$ cat config.mk
export PLATFORM = sky130hd
export DESIGN_NAME = dds_signal_generator
export DESIGN_NICKNAME = d
export VERILOG_FILES = /design/src/rtl/dds_pkg.sv /design/src/rtl/dds_signal_generator_sine_quarter_rom.sv /design/src/rtl/dds_signal_generator.sv
export SDC_FILE = /design/constraint.sdc
export NUM_CORES = 1
export LEC_CHECK = 0
export CORE_MARGIN = 2
export CORE_UTILIZATION = 66
export DETAILED_ROUTE_END_ITERATION = 8
export PLACE_DENSITY = 0.88
export SLEW_MARGIN = 30
export SYNTH_ARGS = -nofsm -noshare
export SYNTH_HDL_FRONTEND = slang
export SYNTH_SLANG_ARGS = --single-unit
$ cat constraint.sdc
create_clock -name inputClock -period 8.9 [get_ports inputClock]
set_input_delay 0.89 -clock inputClock [delete_from_list [all_inputs] [get_ports inputClock]]
set_output_delay 0.89 -clock inputClock [all_outputs]
set_load 0.005 [all_outputs]
$ cat src/rtl/dds_pkg.sv
// Shared types and constants for the DDS tone source.
// Latency: n/a (types, constants and elaboration-time functions only).
// Backpressure: n/a.
//
// Holds the waveform mode encoding, the offset-binary MID/PEAK helpers and the
// quarter-sine table generator. The table generator is evaluated at elaboration
// time only, so its real arithmetic never reaches hardware.
package dds_pkg;

    typedef enum logic [1:0] {
        SINE     = 2'd0,
        SQUARE   = 2'd1,
        TRIANGLE = 2'd2,
        SAW      = 2'd3
    } waveform_mode_e;

    // Amplitude is a 9-bit gain where 256 means unity.
    localparam int AMP_W     = 9;
    localparam logic [AMP_W-1:0] AMP_UNITY = 9'd256;

    // Default-width constants for the 8-bit audio path.
    localparam int MID  = 128;
    localparam int PEAK = 127;

    localparam real PI = 3.14159265358979323846;

    function automatic int sample_mid(input int sample_w);
        return 1 << (sample_w - 1);
    endfunction

    function automatic int sample_peak(input int sample_w);
        return (1 << (sample_w - 1)) - 1;
    endfunction

    // Taylor series for sin(x) over [0, pi/2]; ten terms are far beyond the
    // precision needed to round to any practical sample width.
    function automatic real sin_series(input real x);
        real term;
        real sum;
        term = x;
        sum  = x;
        for (int n = 1; n < 10; n++) begin
            term = -term * x * x / real'((2 * n) * (2 * n + 1));
            sum  = sum + term;
        end
        return sum;
    endfunction

    // Entry k (0..Q) of the quarter-wave table: round(PEAK * sin(pi/2 * k/Q)).
    function automatic int quarter_sine_entry(input int k, input int lut_addr_w,
                                              input int sample_w);
        real q_len;
        real v;
        q_len = real'(1 << (lut_addr_w - 2));
        v     = real'(sample_peak(sample_w)) * sin_series(PI / 2.0 * real'(k) / q_len);
        return $rtoi(v + 0.5);
    endfunction

endpackage

$ cat src/rtl/dds_signal_generator_sine_quarter_rom.sv
// Quarter-wave sine lookup with quadrant folding, producing an offset-binary sample.
// Latency: combinational (0 cycles).
// Backpressure: none; pure function of idx.
//
// Ports: idx (LUT_ADDR_W-bit phase index, top 2 bits select the quadrant),
//        raw (SAMPLE_W-bit offset-binary sine sample).
module sine_quarter_rom
    import dds_pkg::*;
#(
    parameter int LUT_ADDR_W = 7,
    parameter int SAMPLE_W   = 8
) (
    input  logic [LUT_ADDR_W-1:0] idx,
    output logic [SAMPLE_W-1:0]   raw
);

    localparam int KW = LUT_ADDR_W - 2;
    localparam int Q  = 1 << KW;
    localparam logic [SAMPLE_W-1:0] MID_V = SAMPLE_W'(sample_mid(SAMPLE_W));

    // Q+1 entries so that both ends of the quarter (0 and PEAK) are exact.
    logic [SAMPLE_W-1:0] quarter_tbl [0:Q];

    for (genvar k = 0; k <= Q; k++) begin : g_tbl
        assign quarter_tbl[k] = SAMPLE_W'(quarter_sine_entry(k, LUT_ADDR_W, SAMPLE_W));
    end

    logic [1:0]          quadrant;
    logic [KW-1:0]       k_idx;
    logic [KW:0]         tbl_addr;
    logic [SAMPLE_W-1:0] mag;

    always_comb begin
        quadrant = idx[LUT_ADDR_W-1 -: 2];
        k_idx    = idx[KW-1:0];
        // Odd quadrants run the table backwards (Q-k) so the wave descends.
        if (quadrant[0]) begin
            tbl_addr = (KW + 1)'(Q) - {1'b0, k_idx};
        end else begin
            tbl_addr = {1'b0, k_idx};
        end
        mag = quarter_tbl[tbl_addr];
        // Second half-period mirrors below MID.
        if (quadrant[1]) begin
            raw = MID_V - mag;
        end else begin
            raw = MID_V + mag;
        end
    end

endmodule

$ cat src/rtl/dds_signal_generator.sv
// DDS tone source: phase accumulator, waveform shaping and amplitude scaling.
// Latency: sample strobe at edge E -> sampleValid/outputSample after edge E+2.
// Backpressure: none; accepts a sampleEnable every cycle, output holds between pulses.
//
// Ports: inputClock/reset_n (async active-low); sampleEnable strobe; phaseClear
//        (sync clear, wins over sampleEnable); freqWord, mode, amplitude controls;
//        outputSample (offset-binary), sampleValid pulse, periodStart (qualified).
module dds_signal_generator
    import dds_pkg::*;
#(
    parameter int PHASE_W    = 24,
    parameter int LUT_ADDR_W = 7,
    parameter int SAMPLE_W   = 8
) (
    input  logic                inputClock,
    input  logic                reset_n,
    input  logic                sampleEnable,
    input  logic                phaseClear,
    input  logic [PHASE_W-1:0]  freqWord,
    input  logic [1:0]          mode,
    input  logic [AMP_W-1:0]    amplitude,
    output logic [SAMPLE_W-1:0] outputSample,
    output logic                sampleValid,
    output logic                periodStart
);

    localparam logic [SAMPLE_W-1:0] MID_V   = SAMPLE_W'(sample_mid(SAMPLE_W));
    localparam logic [SAMPLE_W-1:0] SQ_HI_V = SAMPLE_W'(sample_mid(SAMPLE_W) + sample_peak(SAMPLE_W));
    localparam logic [SAMPLE_W-1:0] SQ_LO_V = SAMPLE_W'(sample_mid(SAMPLE_W) - sample_peak(SAMPLE_W));
    // Product of a (SAMPLE_W+1)-bit signed offset and a 10-bit signed gain.
    localparam int PW = SAMPLE_W + 11;

    // ---------------- Stage 0: accumulator and capture ----------------
    logic [PHASE_W-1:0]  acc_q, acc_d;
    logic                wrap_flag_q, wrap_flag_d;
    logic [PHASE_W-1:0]  phase_s1_q, phase_s1_d;
    waveform_mode_e      mode_s1_q, mode_s1_d;
    logic [AMP_W-1:0]    amp_s1_q, amp_s1_d;
    logic                wrap_s1_q, wrap_s1_d;
    logic                vld_s1_q, vld_s1_d;

    logic [PHASE_W:0]    acc_sum;
    logic [AMP_W-1:0]    amp_clamped;

    always_comb begin
        acc_sum     = {1'b0, acc_q} + {1'b0, freqWord};
        amp_clamped = (amplitude > AMP_UNITY) ? AMP_UNITY : amplitude;

        acc_d       = acc_q;
        wrap_flag_d = wrap_flag_q;
        phase_s1_d  = phase_s1_q;
        mode_s1_d   = mode_s1_q;
        amp_s1_d    = amp_s1_q;
        wrap_s1_d   = wrap_s1_q;
        vld_s1_d    = 1'b0;

        if (phaseClear) begin
            // Clearing re-arms wrap so the next captured sample starts a period.
            acc_d       = '0;
            wrap_flag_d = 1'b1;
        end else if (sampleEnable) begin
            phase_s1_d  = acc_q;
            mode_s1_d   = waveform_mode_e'(mode);
            amp_s1_d    = amp_clamped;
            wrap_s1_d   = wrap_flag_q;
            vld_s1_d    = 1'b1;
            acc_d       = acc_sum[PHASE_W-1:0];
            wrap_flag_d = acc_sum[PHASE_W];
        end
    end

    // ---------------- Stage 1: raw waveform ----------------
    logic [SAMPLE_W-1:0] raw_s2_q, raw_s2_d;
    logic [AMP_W-1:0]    amp_s2_q, amp_s2_d;
    logic                wrap_s2_q, wrap_s2_d;
    logic                vld_s2_q, vld_s2_d;

    logic [SAMPLE_W-1:0] sine_raw;
    logic [SAMPLE_W-1:0] tri_s;
    logic [SAMPLE_W-1:0] wave_raw;

    sine_quarter_rom #(
        .LUT_ADDR_W (LUT_ADDR_W),
        .SAMPLE_W   (SAMPLE_W)
    ) u_sine_rom (
        .idx (phase_s1_q[PHASE_W-1 -: LUT_ADDR_W]),
        .raw (sine_raw)
    );

    always_comb begin
        // Triangle uses the bits just below the MSB as a ramp and folds it
        // downwards in the second half-period.
        tri_s = phase_s1_q[PHASE_W-2 -: SAMPLE_W];

        case (mode_s1_q)
            SINE:     wave_raw = sine_raw;
            SQUARE:   wave_raw = phase_s1_q[PHASE_W-1] ? SQ_LO_V : SQ_HI_V;
            TRIANGLE: wave_raw = phase_s1_q[PHASE_W-1] ? ~tri_s : tri_s;
            SAW:      wave_raw = phase_s1_q[PHASE_W-1 -: SAMPLE_W];
            default:  wave_raw = MID_V;
        endcase

        raw_s2_d  = raw_s2_q;
        amp_s2_d  = amp_s2_q;
        wrap_s2_d = wrap_s2_q;
        vld_s2_d  = vld_s1_q;
        if (vld_s1_q) begin
            raw_s2_d  = wave_raw;
            amp_s2_d  = amp_s1_q;
            wrap_s2_d = wrap_s1_q;
        end
    end

    // ---------------- Stage 2: amplitude scaling ----------------
    logic [SAMPLE_W-1:0] sample_q, sample_d;
    logic                sample_vld_q, sample_vld_d;
    logic                period_start_q, period_start_d;

    logic signed [SAMPLE_W:0] diff;
    logic signed [PW-1:0]     diff_w;
    logic signed [PW-1:0]     amp_w;
    logic signed [PW-1:0]     prod;
    logic signed [PW-1:0]     scaled;
    logic signed [PW-1:0]     out_w;

    always_comb begin
        // Work around MID in signed arithmetic; the arithmetic shift floors,
        // and with gain <= 256 the result always fits back in SAMPLE_W bits.
        diff   = $signed({1'b0, raw_s2_q}) - $signed({1'b0, MID_V});
        diff_w = PW'(diff);
        amp_w  = $signed(PW'({1'b0, amp_s2_q}));
        prod   = diff_w * amp_w;
        scaled = prod >>> 8;
        out_w  = scaled + $signed(PW'({1'b0, MID_V}));

        sample_d       = sample_q;
        sample_vld_d   = vld_s2_q;
        period_start_d = vld_s2_q & wrap_s2_q;
        if (vld_s2_q) begin
            sample_d = out_w[SAMPLE_W-1:0];
        end
    end

    // ---------------- Registers ----------------
    always_ff @(posedge inputClock or negedge reset_n) begin
        if (!reset_n) begin
            acc_q          <= '0;
            wrap_flag_q    <= 1'b1;
            phase_s1_q     <= '0;
            mode_s1_q      <= SINE;
            amp_s1_q       <= '0;
            wrap_s1_q      <= 1'b0;
            vld_s1_q       <= 1'b0;
            raw_s2_q       <= MID_V;
            amp_s2_q       <= '0;
            wrap_s2_q      <= 1'b0;
            vld_s2_q       <= 1'b0;
            sample_q       <= MID_V;
            sample_vld_q   <= 1'b0;
            period_start_q <= 1'b0;
        end else begin
            acc_q          <= acc_d;
            wrap_flag_q    <= wrap_flag_d;
            phase_s1_q     <= phase_s1_d;
            mode_s1_q      <= mode_s1_d;
            amp_s1_q       <= amp_s1_d;
            wrap_s1_q      <= wrap_s1_d;
            vld_s1_q       <= vld_s1_d;
            raw_s2_q       <= raw_s2_d;
            amp_s2_q       <= amp_s2_d;
            wrap_s2_q      <= wrap_s2_d;
            vld_s2_q       <= vld_s2_d;
            sample_q       <= sample_d;
            sample_vld_q   <= sample_vld_d;
            period_start_q <= period_start_d;
        end
    end

    assign outputSample = sample_q;
    assign sampleValid  = sample_vld_q;
    assign periodStart  = period_start_q;

endmodule
==> run_results.csv, run 1 <==
group,metric,value,unit
outcome,status,"complete, no violations",
floorplan,pin_count,49,
timing,hold_violations,0,
synth,synth_top_family_by_area,"adder cells",
cts,cts_resized,0,
drt,wl,16.5,mm
timing,fin_skew,23.6,ps
floorplan,fp.coreArea,0.0108,sq mm
timing,fin_crit_sh,63.0,%
cts,cts_tree,"done",
timing,worst_pin_slew,703,ps
timing,period_needed,5600,ps
grt,grt_pass1_vias,6059,
drt,drtIter0Drc,442,
timing,setup_violations,0,
setup_path,end_kind,"register",
pwr,switching_share,45.9,%
placement,gp_congestion,0.946,
synth,synth_cells,818,
cts,cts-root-buf,"clkbuf_8",
synth,syn_nets,978,
drt,vias_per_cell,6.04,
setup_path,worstSetupStartpointType,"register",
synth,synth_flop_cell,"dfrtp_1",
cts,postCtsSetupBuffers,0,
synth,netlist_area,0.00736,sq mm
placement,dpl.hpwl,12.6,mm
pwr,intPower,1.29,mW
drt,num_vias,5939,
cts,clock_latency,360,ps
job,max-cap-violations,0,
pwr,p_per_area,296,mW/mm^2
floorplan,die_h,110,um
drt,firstDrtPassIters,5,
min_path,hp-start,"amp_s1_q[4]$_DFFE_PN0P_",
setup_path,r2r_start,"raw_s2_q[7]$_DFFE_PN1P_",
pwr,switchingPower,1.10,mW
timing,relSlewSlack,53.1,%
synth,async_flop_share,100,%
floorplan,fp.dieW,110,um
timing,fmax,178,MHz
grt,grtUsageTotal,29.5,%
placement,place_ws,3340,ps
grt,overflow,0,
cts,numCtsBuffers,9,
drt,wl_per_cell,16.8,um
cts,cts.sinks,76,
synth,synth-xor-area-share,4.21,%
finish,final_cell_count_no_fill,983,
finish,area_delta_synth_final,9.65,%
finish,final_cell_mix,"108 x nand2_1, 73 x inv_1, 72 x dfrtp_1",
drt,drtAntennaViolNets,0,
min_path,min_path_type,"register to register",
grt,grt_antenna_before_repair,0,
finish,layout_commonest_cell,"nand2_1",
floorplan,num_rows,38,
finish,diodes,0,
cts,cts_htree_levels,3,
synth,ys_types,75,
placement,io_buffers,48,
timing,fin_ws,3300,ps
pwr,p_clk_share,11.6,%
setup_path,path_class,"register to register",
pwr,combPwrFrac,65.6,%
setup_path,critical_path_required,9180,ps
synth,synth_area_per_cell,9.00,sq um
synth,synthMuxAreaShare,5.05,%
pwr,irDropWorstVdd,0.266,mV
grt,grt_max_degree,77,
synth,synth_edf_count,0,
timing,rsz0062_at_grt,"false",
synth,synthSimpleGateAreaFrac,18.4,%
synth,synth_adder_area_share,25.7,%
timing,final_max_slew_viol_count,0,
grt,grt_first_pass_wirelength,27.9,mm
floorplan,start_util,67.9,%
synth,synth-compound-area-share,14.9,%
synth,ys_seq_area_share,25.9,%
pwr,pwr-share-seq,22.8,%
setup_path,cp-startpoint,"raw_s2_q[7]$_DFFE_PN1P_",
timing,setup_tns,0,ps
finish,drive_gt1_share,7.00,%
cts,cts_hold_buf,0,
synth,yosys_warnings,0,
cts,clkTransAtPathRegs,90,ps
setup_path,arrival,5880,ps
cts,clk_path_buf_depth,2,
drt,drc,0,
pwr,p_leak,3.92,nW
floorplan,dieArea,0.0120,sq mm
placement,dpl.cell_count,967,
finish,fin_nets,998,
finish,fin_util,74.5,%
synth,ys_ff_latch,76,
setup_path,cp_max_fo,18,
## layer usage
| metal | part of all wire (%) | global-route usage (%) | vias to the layer above |
|---|---|---|---|
| li1 | - | - | 2820 |
| met1 | 42 | 38.9 | 2856 |
| met2 | 50 | 50.9 | 225 |
| met3 | 5.5 | 4.21 | 38 |
| met4 | 2.1 | 8.50 | 0 |
| met5 | 0 | 0 | - |
## power by group through the flow
| stage | Combinational (mW) | Sequential, mW | Clock, mW |
|---|---|---|---|
| 2_1_floorplan | 1.25 | 0.472 | 0 |
| 3_3_place_gp | 1.45 | 0.540 | 0 |
| 3_5_place_dp | 1.55 | 0.547 | 0 |
| 4_1_cts | 1.57 | 0.541 | 0.284 |
| 5_1_grt | 1.80 | 0.558 | 0.295 |
| 6_report | 1.57 | 0.545 | 0.277 |
## final timing paths
| kind | to | slack (ps) | depth (start not counted) |
|---|---|---|---|
| max in group asynchronous | vld_s1_q$_DFF_PN0_ | 7820 | 1 |
| max reg2reg | outputSample[7]$_DFFE_PN1P_ | 3300 | 18 |
| min | amp_s1_q[4]$_DFFE_PN0P_ | 480 | 2 |
| min in group asynchronous | acc_q[1]$_DFFE_PN0P_ | 550 | 1 |
| min reg2reg | amp_s1_q[4]$_DFFE_PN0P_ | 480 | 2 |
| max | outputSample[7]$_DFFE_PN1P_ | 3300 | 18 |
## synth_stat cells (3+ instances only)
master / count / area, sq um
o211ai_1: 7 / 52.6
ha_1: 71 / 888
clkbuf_1: 33 / 124
nor3_1: 11 / 55.1
o221ai_1: 4 / 35.0
inv_1: 73 / 274
and4b_1: 3 / 30.0
dfrtp_1: 73 / 1830
nand2b_1: 24 / 150
a211o_1: 6 / 52.6
o21ai_0: 42 / 210
o2111ai_1: 3 / 26.3
buf_2: 4 / 20.0
mux2_2: 17 / 191
nor2b_1: 9 / 56.3
or2_2: 7 / 43.8
o21ai_1: 3 / 15.0
fa_1: 50 / 1000
nor2_1: 50 / 188
a22oi_1: 3 / 22.5
nor4_1: 4 / 25.0
and3_1: 4 / 25.0
a21boi_0: 3 / 22.5
xor2_1: 9 / 78.8
o22ai_1: 5 / 31.3
and2_1: 32 / 200
xnor2_1: 20 / 175
a21o_1: 10 / 75.1
a31oi_1: 4 / 25.0
nand3_1: 12 / 60.1
o21a_1: 3 / 22.5
nand2_1: 108 / 405
mux2i_1: 18 / 180
dfstp_2: 3 / 78.8
a21oi_1: 33 / 165
a211oi_1: 9 / 67.6
## cell type report
| class | count | area, sq um |
|---|---|---|
| Timing Repair Buffer | 49 | 484 |
| Fill cell | 799 | 2770 |
| Clock inverter | 3 | 43.8 |
| Multi-Input combinational cell | 628 | 5030 |
| Clock buffer | 13 | 159 |
| Sequential cell | 76 | 1910 |
| Inverter | 74 | 278 |
| Tap cell | 140 | 175 |
## per-stage QoR
step,hold slack (ps),instance area [sq um],power [mW]
2_1_floorplan,352,7360,1.72
3_3_place_gp,453,7860,1.99
3_5_place_dp,479,7860,2.10
4_1_cts,497,8070,2.40
5_1_grt,533,8070,2.65
6_report,484,8070,2.39
## logic make-up after synthesis
kind of cell | after synthesis
mux | 35
compound gates | 162
flops | 76
xor+xnor | 32
fa+ha+maj | 121
simple gates | 278
buf+inv | 114
## worst max-delay path, stage by stage (launching register included)
cell       delay (ps)
dfstp_2           730
nand2b_1          180
fa_1              460
fa_1              550
inv_1              50
fa_1              510
fa_1              540
inv_1              50
fa_1              500
inv_1              40
ha_1              320
nand2_1            70
or4_1             420
nand3_1           140
nand2_1           110
o2111ai_1         320
a21oi_1           130
xnor2_1           130
mux2_2            260
## registers in the layout (all words and copies together), names as in the netlist
signal	count
wrap_s2_q	1
periodStart	1
raw_s2_q	8
amp_s1_q	9
amp_s2_q	9
sample_vld_d	1
mode_s1_q	2
vld_s1_q	1
acc_q	24
wrap_flag_q	1
wrap_s1_q	1
sampleValid	1
phase_s1_q	9
outputSample	8
Note: power is estimated with default switching activity, not from simulation.
==> inputs of run 2 (changes only) <==
--- a/config.mk
+++ b/config.mk
@@ -6,9 +6,9 @@
 export NUM_CORES = 1
 export LEC_CHECK = 0
 export CORE_MARGIN = 2
-export CORE_UTILIZATION = 66
+export CORE_UTILIZATION = 61
 export DETAILED_ROUTE_END_ITERATION = 8
-export PLACE_DENSITY = 0.88
+export PLACE_DENSITY = 0.82
 export SLEW_MARGIN = 30
 export SYNTH_ARGS = -nofsm -noshare
 export SYNTH_HDL_FRONTEND = slang
==> constraint.sdc (replaced) <==
create_clock -name inputClock -period 5.79 [get_ports inputClock]
set_input_delay 0.579 -clock inputClock [delete_from_list [all_inputs] [get_ports inputClock]]
set_output_delay 0.579 -clock inputClock [all_outputs]
set_load 0.005 [all_outputs]
==> run 2 against run 1 <==
Register-to-register slack got worse by 2900 ps. Critical path type unchanged. Critical endpoint unchanged. Design area increased by 1.8%. Clock skew decreased by 16 ps. Clock power increased by 110%. Critical path depth unchanged. Sequential power increased by 52%.
==> run_results.csv, run 2 (same netlist as run 1, synthesis figures left out) <==
group,metric,value,unit
outcome,status,"complete, no violations",
job,max-cap-violations,0,
floorplan,num_rows,40,
cts,postCtsSetupBuffers,0,
floorplan,pin_count,49,
grt,grt_pass1_vias,5902,
setup_path,cp_max_fo,9,
setup_path,path_class,"register to register",
cts,cts_tree,"done",
grt,overflow,0,
drt,drtIter0Drc,417,
timing,fin_crit_sh,93.5,%
drt,firstDrtPassIters,5,
finish,final_cell_mix,"108 x nand2_1, 73 x inv_1, 72 x dfrtp_1",
cts,clk_path_buf_depth,2,
timing,setup_tns,0,ps
drt,vias_per_cell,5.99,
setup_path,arrival,5690,ps
timing,final_max_slew_viol_count,0,
floorplan,dieArea,0.0130,sq mm
floorplan,start_util,61.8,%
drt,wl_per_cell,16.3,um
finish,drive_gt1_share,7.33,%
finish,largest-register,"acc_q",
timing,period_needed,5420,ps
timing,hold_violations,0,
cts,cts.sinks,76,
min_path,min_path_type,"primary input to asynchronous set/reset pin",
grt,grt_max_degree,77,
pwr,p_leak,3.97,nW
pwr,irDropWorstVdd,0.322,mV
cts,clock_latency,350,ps
finish,layout_commonest_cell,"nand2_1",
setup_path,critical_path_required,6060,ps
cts,cts_resized,0,
pwr,power.total,3.80,mW
floorplan,fp.coreArea,0.0119,sq mm
timing,fin_skew,8.12,ps
drt,drtAntennaViolNets,0,
timing,rsz0062_at_grt,"false",
pwr,p_per_area,463,mW/mm^2
cts,numCtsBuffers,9,
placement,gp_congestion,0.919,
drt,num_vias,5953,
cts,cts_hold_buf,0,
finish,largest_reg_flops,24,
timing,relSlewSlack,53.2,%
finish,diodes,0,
cts,cts_htree_levels,3,
timing,setup_violations,0,
grt,grtUsageTotal,26.4,%
floorplan,fp.dieW,114,um
grt,grt_antenna_before_repair,0,
setup_path,end_kind,"register",
finish,area_delta_synth_final,11.6,%
cts,clkTransAtPathRegs,60,ps
drt,wl,16.2,mm
placement,io_buffers,48,
cts,cts-root-buf,"clkbuf_16",
floorplan,die_h,114,um
timing,worst_pin_slew,702,ps
grt,grt_first_pass_wirelength,27.6,mm
placement,dpl.hpwl,12.2,mm
finish,fin_nets,1001,
drt,drc,0,
setup_path,worstSetupStartpointType,"register",
timing,fmax,185,MHz
[run 2: cell count changes in the layout (fill, tap and decap cells not counted), sizes merged]
cell           delta
clkinvlp          +2
clkdlybuf4s50     +1
clkbuf            -3
buf               +2
clkinv            +1
[run 2: final timing paths]
kind / from / end / slack, ps / depth (start not counted)
worst max-delay path: amp_s2_q[0]$_DFFE_PN0P_ / outputSample[7]$_DFFE_PN1P_ / 370 / 18
worst min-delay path: reset_n / outputSample[2]$_DFFE_PN0P_ / 230 / 1
worst max register to register: amp_s2_q[0]$_DFFE_PN0P_ / outputSample[7]$_DFFE_PN1P_ / 370 / 18
worst min register to register: wrap_s1_q$_DFFE_PN0P_ / wrap_s1_q$_DFFE_PN0P_ / 480 / 2
max in group asynchronous: reset_n / vld_s1_q$_DFF_PN0_ / 5020 / 1
min in group inputClock: wrap_s1_q$_DFFE_PN0P_ / wrap_s1_q$_DFFE_PN0P_ / 480 / 2
[run 2: power by group]
group | switching (mW) | leakage [nW] | internal [mW]
Sequential | 0.174 | 0.968 | 0.652
Combinational | 1.28 | 2.86 | 1.11
Clock | 0.237 | 0.145 | 0.348
Total | 1.69 | 3.97 | 2.11
[run 2: worst max-delay path, stage by stage (launching register included)]
cell	delay, ps
dfrtp_1	450
or2_2	320
fa_1	510
fa_1	550
inv_1	60
fa_1	500
fa_1	540
inv_1	50
fa_1	490
inv_1	40
ha_1	320
nand2_1	60
or4_1	420
nand3_1	120
nand2_1	100
o2111ai_1	280
a21oi_1	130
xnor2_1	130
mux2_2	270
[run 2: per-stage QoR]
step           cells  util [%]  area, sq um  worst slack [ps]  hold WS, ps
2_1_floorplan    818         -         7360               421          283
3_3_place_gp     977      66.3         7890               457          458
3_5_place_dp     977      66.3         7890               374          472
4_1_cts          993      68.9         8200               377          411
5_1_grt          993      69.0         8220               127          311
6_report         993      69.0         8220               374          234
[run 2: layer usage]
layer / part of all wire (%) / wire (um) / GRT usage (%) / up-vias
li1: - / - / - / 2836
met3: 4.9 / 798 / 4.14 / 29
met5: 0 / 0 / 0 / -
met4: 2.2 / 348 / 9.11 / 0
met1: 43 / 6880 / 34.5 / 2904
met2: 50 / 8150 / 45.1 / 184
[run 2: area by class of cell]
class,instances,area (sq um)
clock inverters,6,71.3
well taps,147,184
multi-input cells,628,5020
fillers,922,3700
flip-flops and latches,76,1910
inverters,74,278
clock buffers,10,239
repair buffers,52,512
